$ cat config.mk
export PLATFORM = sky130hd
export DESIGN_NAME = apb_slave
export DESIGN_NICKNAME = d
export VERILOG_FILES = /design/src/rtl/apb_pkg.sv /design/src/rtl/apb_slave_regbank.sv /design/src/rtl/apb_slave.sv
export SDC_FILE = /design/constraint.sdc
export NUM_CORES = 1
export LEC_CHECK = 0
export CORE_AREA = 4 4 129 131
export DETAILED_ROUTE_END_ITERATION = 8
export DIE_AREA = 0 0 133 135
export PLACE_DENSITY = 0.68
export REMOVE_ABC_BUFFERS = 1
export SETUP_SLACK_MARGIN = 0.1
export SLEW_MARGIN = 10
export SYNTH_ARGS = -nofsm -noshare
export SYNTH_HDL_FRONTEND = slang
export SYNTH_SLANG_ARGS = --single-unit
$ cat constraint.sdc
create_clock -name pclk -period 7.7 [get_ports pclk]
set_input_delay 0.77 -clock pclk [delete_from_list [all_inputs] [get_ports pclk]]
set_output_delay 0.77 -clock pclk [all_outputs]
set_load 0.005 [all_outputs]
$ cat src/rtl/apb_pkg.sv
// apb_pkg: shared APB widths, state encoding and ID constants
// used by apb_slave and by apb_master benches.
package apb_pkg;
    localparam int APB_ADDR_W = 8;
    localparam int APB_DATA_W = 8;
    localparam logic [APB_DATA_W-1:0] APB_SLAVE_ID = 8'hA5;
    localparam logic [APB_ADDR_W-1:0] ID_ADDR = 8'hFF;
    typedef enum logic {IDLE = 1'b0, ACCESS = 1'b1} apb_state_e;
endpackage

$ cat src/rtl/apb_slave_regbank.sv
// apb_slave_regbank: NUM_REGS read/write byte registers plus the read-only ID
// register at ID_ADDR, with write enable and combinational read mux.
module apb_slave_regbank
    import apb_pkg::*;
#(
    parameter int NUM_REGS = 16
) (
    input  logic                  pclk,
    input  logic                  presetn,
    input  logic                  we,
    input  logic [APB_ADDR_W-1:0] addr,
    input  logic [APB_DATA_W-1:0] wdata,
    output logic [APB_DATA_W-1:0] rdata
);
    logic [APB_DATA_W-1:0] regs_q [NUM_REGS];
    logic [APB_DATA_W-1:0] regs_d [NUM_REGS];

    always_comb begin
        regs_d = regs_q;
        rdata  = (addr == ID_ADDR) ? APB_SLAVE_ID : '0;
        for (int i = 0; i < NUM_REGS; i++) begin
            if (we && addr == APB_ADDR_W'(i)) regs_d[i] = wdata;
            if (addr == APB_ADDR_W'(i)) rdata = regs_q[i];
        end
    end

    always_ff @(posedge pclk or negedge presetn) begin
        if (!presetn) regs_q <= '{default: '0};
        else          regs_q <= regs_d;
    end
endmodule

$ cat src/rtl/apb_slave.sv
// apb_slave: APB slave with register bank, error decode and read-only ID register.
// Define APB_SLAVE_WAIT_EN to insert WAIT_CYCLES wait states per access.
module apb_slave
    import apb_pkg::*;
#(
    parameter int NUM_REGS    = 16,
    parameter int WAIT_CYCLES = 2
) (
    input  logic                  pclk,
    input  logic                  presetn,
    input  logic                  psel,
    input  logic                  penable,
    input  logic                  pwrite,
    input  logic [APB_ADDR_W-1:0] paddr,
    input  logic [APB_DATA_W-1:0] pwdata,
    output logic [APB_DATA_W-1:0] prdata,
    output logic                  pready,
    output logic                  pslverr
);
    apb_state_e            state_q, state_d;
    logic [APB_ADDR_W-1:0] addr_q, addr_d;
    logic                  write_q, write_d;
    logic                  setup, complete, err, wait_done;
    logic [APB_DATA_W-1:0] rdata;

    assign setup = psel && !penable;

`ifdef APB_SLAVE_WAIT_EN
    logic [7:0] wait_cnt_q, wait_cnt_d;
    assign wait_done = (wait_cnt_q == '0);
    always_comb begin
        wait_cnt_d = wait_cnt_q;
        if (state_q == IDLE && setup) wait_cnt_d = 8'(WAIT_CYCLES);
        else if (state_q == ACCESS && psel && penable && !wait_done) wait_cnt_d = wait_cnt_q - 8'd1;
    end
    always_ff @(posedge pclk or negedge presetn) begin
        if (!presetn) wait_cnt_q <= '0;
        else          wait_cnt_q <= wait_cnt_d;
    end
`else
    logic unused_wait_cycles;
    assign unused_wait_cycles = (WAIT_CYCLES != 0);
    assign wait_done = 1'b1;
`endif

    // pready depends only on registered state and psel
    assign pready   = (state_q == ACCESS) && psel && wait_done;
    assign complete = pready && penable;
    assign err      = (addr_q == ID_ADDR) ? write_q : (addr_q >= APB_ADDR_W'(NUM_REGS));
    assign pslverr  = pready && err;
    assign prdata   = (pready && !write_q && !err) ? rdata : '0;

    always_comb begin
        state_d = state_q;
        addr_d  = addr_q;
        write_d = write_q;
        if (state_q == IDLE) begin
            if (setup) begin
                state_d = ACCESS;
                addr_d  = paddr;
                write_d = pwrite;
            end
        end else if (!psel || complete) begin
            state_d = IDLE;
        end
    end

    always_ff @(posedge pclk or negedge presetn) begin
        if (!presetn) begin
            state_q <= IDLE;
            addr_q  <= '0;
            write_q <= 1'b0;
        end else begin
            state_q <= state_d;
            addr_q  <= addr_d;
            write_q <= write_d;
        end
    end

    apb_slave_regbank #(.NUM_REGS(NUM_REGS)) u_regbank (
        .pclk    (pclk),
        .presetn (presetn),
        .we      (complete && write_q && !err),
        .addr    (addr_q),
        .wdata   (pwdata),
        .rdata   (rdata)
    );
endmodule

==> results.yml, run 1 <==
drt:
  finalWirelength_mm: 17.4
  drt_pre_antenna_iters: 5
  vias: 4602
  via_per_inst: 5.86
  postRouteAntennaNets: 0
  drtIter0Drc: 434
  wire_per_inst_microns: 22.2
  drc: 0
grt:
  grt_pass1_vias: 4883
  grt_use_total_pct: 20.6
  antenna_found_initial: 0
  grt_pass1_wl_mm: 28.0
  use_met3_pct: 5.85
  met1_usage_pct: 27.0
  top_usage_layer: "met2"
  grt_overflow: 0
  grt_max_degree: 75
  grt_use_met2_pct: 32.9
worst_setup_path:
  end_kind: "primary output"
  cp_max_fo: 54
  crit_type: "register to primary output"
  cp_data_arrival_time_ns: 4.22
  critPathRequiredTime_ns: 6.93
  cpPeakStageDelay_ns: 0.61
  cpMaxStageDelayCell: "clkdlybuf4s50_1"
  path_cells: "buf_4 -> nand2_1 -> or3_1 -> a21boi_0 -> o221ai_1 -> o41ai_1 -> clkdlybuf4s50_1"
  start_kind: "register"
timing:
  slew_headroom_pct: 37.6
  post-route-min-period_ns: 4.99
  finalSetupViolations: 0
  setup_tns_ns: 0
  timing.hold.ws_ns: 0.325
  hold_viol: 0
  slew_viol_final: 0
  rsz0062_at_grt: "false"
  worst_pin_slew_ns: 0.936
  finClkSkew_ns: 0.00658
  fmax_ghz: 0.200
  fin_crit_sh_pct: 64.9
job:
  maxCapViolations: 0
placement:
  gp_congestion: 0.948
  placed_area_sq_um: 7270
  place_inst: 753
  portBuffers: 30
  dpl.hpwl_mm: 11.7
clock_tree:
  clk_latency_ns: 0.42
  cts_resized: 0
  postCtsSetupBuffers: 0
  clock_path_buffers: 2
  cts_buffers: 17
  htree_levels: 4
  postCtsHoldBufs: 0
  clk_pin_slew_worst_paths_ns: 0.06
  root_buffer: "clkbuf_16"
  cts.sinks: 138
  cts_tree: "done"
power_and_ir_drop:
  power_frac_seq_pct: 42.2
  power_density_nw_per_um2: 226
  clockPowerShare_pct: 46.6
  finalPower_uw: 1780
  switching_share_pct: 26.6
  p_sw_uw: 473
  power_frac_comb_pct: 11.2
  internal_power_uw: 1310
  power.leakage_uw: 0.00363
  max-vdd-ir-drop_mv: 0.177
status:
  status: "complete, no violations"
floorplan:
  start_util_pct: 43.8
  num_io_pins: 31
  die_w_microns: 133
  dieArea_sq_um: 18000
  rows: 46
  die_height_microns: 135
  coreArea_sq_um: 15600
final_layout:
  final_cell_area_sq_um: 7870
  n_antenna_cell: 0
  final_nets: 577
  drive_gt1_share_pct: 34.4
  area_growth_pct: 15.3
  finalNonFillerCells: 785
yosys:
  syn_avg_cell_area_sq_um: 12.6
  netlist-cell-type-count: 56
  synth-async-reset-ratio_pct: 100
  syn_inst: 542
  synth-edff-count: 0
  synth_top_flop_cell: "dfrtp_1"
  ys_ff_latch: 138
  netlist_area_sq_um: 6830
  yosys_warnings: 0
  synth_seq_area_share_pct: 50.6
min_path:
  hp-class: "input pin to async pin"
==> worst paths after layout <==
check	from	to	slack [ns]	cells past startpoint
setup / recovery	addr_q[0]	prdata[5]	2.71	7
min in group pclk	u_regbank.regs_q[91]	u_regbank.regs_q[91]	0.48	1
hold reg to reg	u_regbank.regs_q[91]	u_regbank.regs_q[91]	0.48	1
setup reg to reg	addr_q[1]	u_regbank.regs_q[15]	4.64	4
max in group asynchronous	presetn	u_regbank.regs_q[3]	6.02	2
hold / removal	presetn	u_regbank.regs_q[73]	0.33	1
==> metrics by stage <==
| stage | setup slack [ns] | util, % |
|---|---|---|
| after floorplan | 3.64 | - |
| after global placement | 3.41 | 46.6 |
| after detailed placement | 3.24 | 46.6 |
| after CTS | 2.80 | 50.5 |
| after global routing | 2.42 | 50.5 |
| final | 2.71 | 50.5 |
==> Yosys cell counts, types with 4 or more instances <==
master | count | area share, %
a211oi_1 | 7 | 0.77
a21boi_0 | 4 | 0.44
a21oi_1 | 9 | 0.66
and2_1 | 4 | 0.37
buf_1 | 4 | 0.22
clkbuf_1 | 31 | 1.7
dfrtp_1 | 138 | 51
inv_1 | 7 | 0.38
mux2_1 | 7 | 1.2
mux2_2 | 132 | 22
mux2i_1 | 8 | 1.2
mux4_2 | 10 | 3.3
nand2_1 | 23 | 1.3
nand2b_1 | 6 | 0.55
nand3_1 | 6 | 0.44
nand4_1 | 5 | 0.46
nor2_1 | 25 | 1.4
nor2_4 | 4 | 0.66
nor2_8 | 4 | 1.2
nor2b_1 | 5 | 0.46
nor3_1 | 5 | 0.37
nor3_2 | 4 | 0.59
o211ai_1 | 4 | 0.44
o21a_1 | 4 | 0.44
o21ai_0 | 21 | 1.5
o221ai_1 | 7 | 0.90
o22ai_1 | 5 | 0.46
or3_1 | 5 | 0.46
==> worst max-delay path, delay by kind of cell, from the launching register on <==
kind                   cells  cell delay, ns
AO/OA/AOI/OAI              3            1.27
buffers and inverters      2            1.17
AND/OR/NAND/NOR            2            1.02
flip-flops                 1            0.34
==> sequential cells by signal (all words and copies together) (netlist names) <==
register and flops:
addr_q 8, u_regbank.regs_q 128, write_q 1, state_q 1
==> layout by cell type, fill, tap and decap left out, types with 4 or more instances in the layout <==
master / n
mux2i_1: 8
a21boi_0: 4
nor2_4: 4
nand2b_1: 6
a211oi_1: 7
nand2_1: 23
nor3_2: 4
nor2b_1: 5
o221ai_1: 7
nor2_8: 4
nand4_1: 5
o21ai_0: 21
nor3_1: 5
o211ai_1: 4
dfrtp_1: 136
inv_1: 7
and2_1: 4
o21a_1: 4
mux2_1: 7
mux2_2: 132
or3_1: 5
nand3_1: 6
clkdlybuf4s50_1: 29
a21oi_1: 9
o22ai_1: 5
clkbuf_16: 17
buf_4: 4
nor2_1: 25
mux4_2: 10
==> cell families (layout without fill, tap and decap cells) <==
group | Yosys count | after routing | share of synthesized area (%)
AND/OR/NAND/NOR | 109 | 109 | 9.82
buffers and inverters | 47 | 74 | 2.75
multiplexers | 157 | 157 | 27.4
AO/OA/AOI/OAI | 91 | 91 | 9.44
flip-flops | 138 | 138 | 50.6
==> cell type report <==
cell class	instances	area, sq um
Clock buffer	18	429
Clock inverter	14	171
Fill cell	1349	7720
Inverter	8	30.0
Multi-Input combinational cell	357	3190
Sequential cell	138	3460
Tap cell	216	270
Timing Repair Buffer	34	332
==> power groups by stage <==
stage	clock [uW]	sequential, uW	combinational [uW]
global placement	0	763	195
CTS	843	751	199
finish	830	751	200
floorplan	0	783	90.0
global route	877	752	217
detailed placement	0	764	198
==> per-layer routing <==
metal | part of all wire [%] | vias up
met4 | 2.5 | 0
li1 | - | 2049
met1 | 43 | 2349
met2 | 48 | 168
met3 | 6.5 | 36
met5 | 0 | -
No activity file was read; power rests on OpenSTA's default activity.
==> inputs of run 2 (changes only) <==
--- a/config.mk
+++ b/config.mk
@@ -8,7 +8,7 @@
 export CORE_AREA = 4 4 129 131
 export DETAILED_ROUTE_END_ITERATION = 8
 export DIE_AREA = 0 0 133 135
-export PLACE_DENSITY = 0.68
+export PLACE_DENSITY = 0.71
 export REMOVE_ABC_BUFFERS = 1
 export SETUP_SLACK_MARGIN = 0.1
 export SLEW_MARGIN = 10
==> constraint.sdc (replaced) <==
create_clock -name pclk -period 4.15 [get_ports pclk]
set_input_delay 0.415 -clock pclk [delete_from_list [all_inputs] [get_ports pclk]]
set_output_delay 0.415 -clock pclk [all_outputs]
set_load 0.005 [all_outputs]
==> run 2 against run 1 <==
Final area increased by 0.73%; register-to-register slack got worse by 3.5 ns; die area did not move; global-route usage rose by 0.60 points; sequential power is 88% higher; core utilization is 0.37 points higher.
==> results.yml, run 2 (synthesis gave the netlist of run 1 again) <==
floorplan:
  die_height_microns: 135
  rows: 46
  dieArea_sq_um: 18000
  coreArea_sq_um: 15600
  die_w_microns: 133
  num_io_pins: 31
  start_util_pct: 43.8
clock_tree:
  cts_buffers: 17
  postCtsSetupBuffers: 0
  htree_levels: 4
  postCtsHoldBufs: 0
  root_buffer: "clkbuf_16"
  clock_path_buffers: 2
  clk_pin_slew_worst_paths_ns: 0.06
  cts.sinks: 138
  cts_resized: 0
  cts_tree: "done"
  clk_latency_ns: 0.43
drt:
  wire_per_inst_microns: 22.9
  drc: 0
  via_per_inst: 5.87
  vias: 4652
  postRouteAntennaNets: 0
  drtIter0Drc: 317
  drt_pre_antenna_iters: 5
  finalWirelength_mm: 18.1
placement:
  portBuffers: 30
  gp_congestion: 1.01
  dpl.hpwl_mm: 12.3
final_layout:
  fillers: 1355
  largest-register: "u_regbank.regs_q"
  seq_area_sq_um: 3460
  largest_reg_flops: 128
  n_antenna_cell: 0
  drive_gt1_share_pct: 35.4
  final_common_cell: "dfrtp_1"
  final_nets: 585
  area_growth_pct: 16.2
  mostFrequentLayoutCells: "dfrtp_1 (136), mux2_2 (132), clkdlybuf4s50_1 (29)"
  largestRegisters: "u_regbank.regs_q x128, addr_q x8"
  multi_input_area_sq_um: 3190
worst_setup_path:
  cp_data_arrival_time_ns: 3.42
  cpPeakStageDelay_ns: 0.60
  cpMaxStageDelayCell: "clkdlybuf4s50_1"
  end_kind: "primary output"
  start_kind: "register"
  cp_max_fo: 9
  crit_type: "register to primary output"
  critPathBufInv: 1
  critPathRequiredTime_ns: 3.73
  path_cells: "nor4_4 -> nand2_1 -> o21ai_0 -> a221oi_1 -> o41ai_1 -> clkdlybuf4s50_1"
  cp_top_family: "compound AO/OA/AOI/OAI gates"
timing:
  worst_pin_slew_ns: 1.04
  hold_viol: 0
  finalSetupViolations: 0
  finClkSkew_ns: 0.0102
  slew_headroom_pct: 30.9
  post-route-min-period_ns: 3.84
  slew_viol_final: 0
  fmax_ghz: 0.260
  rsz0062_at_grt: "false"
  setup_tns_ns: 0
  timing.hold.ws_ns: 0.0587
  fin_crit_sh_pct: 92.5
power_and_ir_drop:
  power.leakage_uw: 0.00366
  max-vdd-ir-drop_mv: 0.296
  power_density_nw_per_um2: 413
  finalPower_uw: 3280
grt:
  antenna_found_initial: 0
  grt_use_total_pct: 21.2
  grt_pass1_vias: 4881
  grt_max_degree: 110
  grt_pass1_wl_mm: 28.5
  grt_overflow: 0
min_path:
  hp-class: "input pin to async pin"
job:
  maxCapViolations: 0
status:
  status: "complete, no violations"
## run 2: cell types whose count changed in the layout (fill, tap and decap cells not counted), sizes merged
| cell | delta |
|---|---|
| buf | +8 |
| bufinv | -1 |
| clkbuf | +1 |
| clkinv | -2 |
| clkinvlp | +2 |
## run 2: worst register-to-register path: cells and delay by family, from the launching register on
| family | cells | cell delay [ns] |
|---|---|---|
| and+or+nand+nor | 4 | 2.04 |
| DFF | 1 | 0.43 |
| muxes | 1 | 0.38 |
## run 2: area by class of cell
| cell class | count | share of cell area [%] |
|---|---|---|
| flip-flops and latches | 138 | 43.6 |
| multi-input cells | 357 | 40.2 |
| clock buffers | 19 | 5.58 |
| repair buffers | 42 | 5.10 |
| well taps | 216 | 3.41 |
| clock inverters | 13 | 1.80 |
| inverters | 8 | 0.379 |
## run 2: final timing paths
kind | start | to | depth (start not counted) | slack, ns
worst max-delay path | addr_q[5] | prdata[5] | 6 | 0.31
min in group pclk | u_regbank.regs_q[90] | u_regbank.regs_q[90] | 1 | 0.49
max in group asynchronous | presetn | u_regbank.regs_q[35] | 2 | 2.97
worst min register to register | u_regbank.regs_q[90] | u_regbank.regs_q[90] | 1 | 0.49
worst max register to register | addr_q[5] | u_regbank.regs_q[68] | 5 | 1.18
worst min-delay path | presetn | u_regbank.regs_q[73] | 1 | 0.06
## run 2: per-stage QoR
step	area, sq um	setup WS (ns)	cells	util (%)
floorplan	6670	0.441	503	-
global placement	7350	0.918	761	47.1
detailed placement	7350	0.885	761	47.1
CTS	7930	0.408	793	50.9
global route	7930	0.117	793	50.9
finish	7930	0.310	793	50.9
## run 2: per-layer routing
layer | track usage, % | vias to the layer above | wire length, microns
li1 | - | 2056 | -
met1 | 27.6 | 2415 | 7920
met2 | 35.3 | 146 | 8890
met3 | 3.46 | 35 | 850
met4 | 8.83 | 0 | 462
met5 | 0 | - | 0
## run 2: report_power, final
part	internal (uW)	leakage, uW	total (uW)	switching, uW
clock network	902	0.000272	1500	594
logic	132	0.00149	372	241
registers	1360	0.00190	1410	42.5
total	2400	0.00366	3280	877
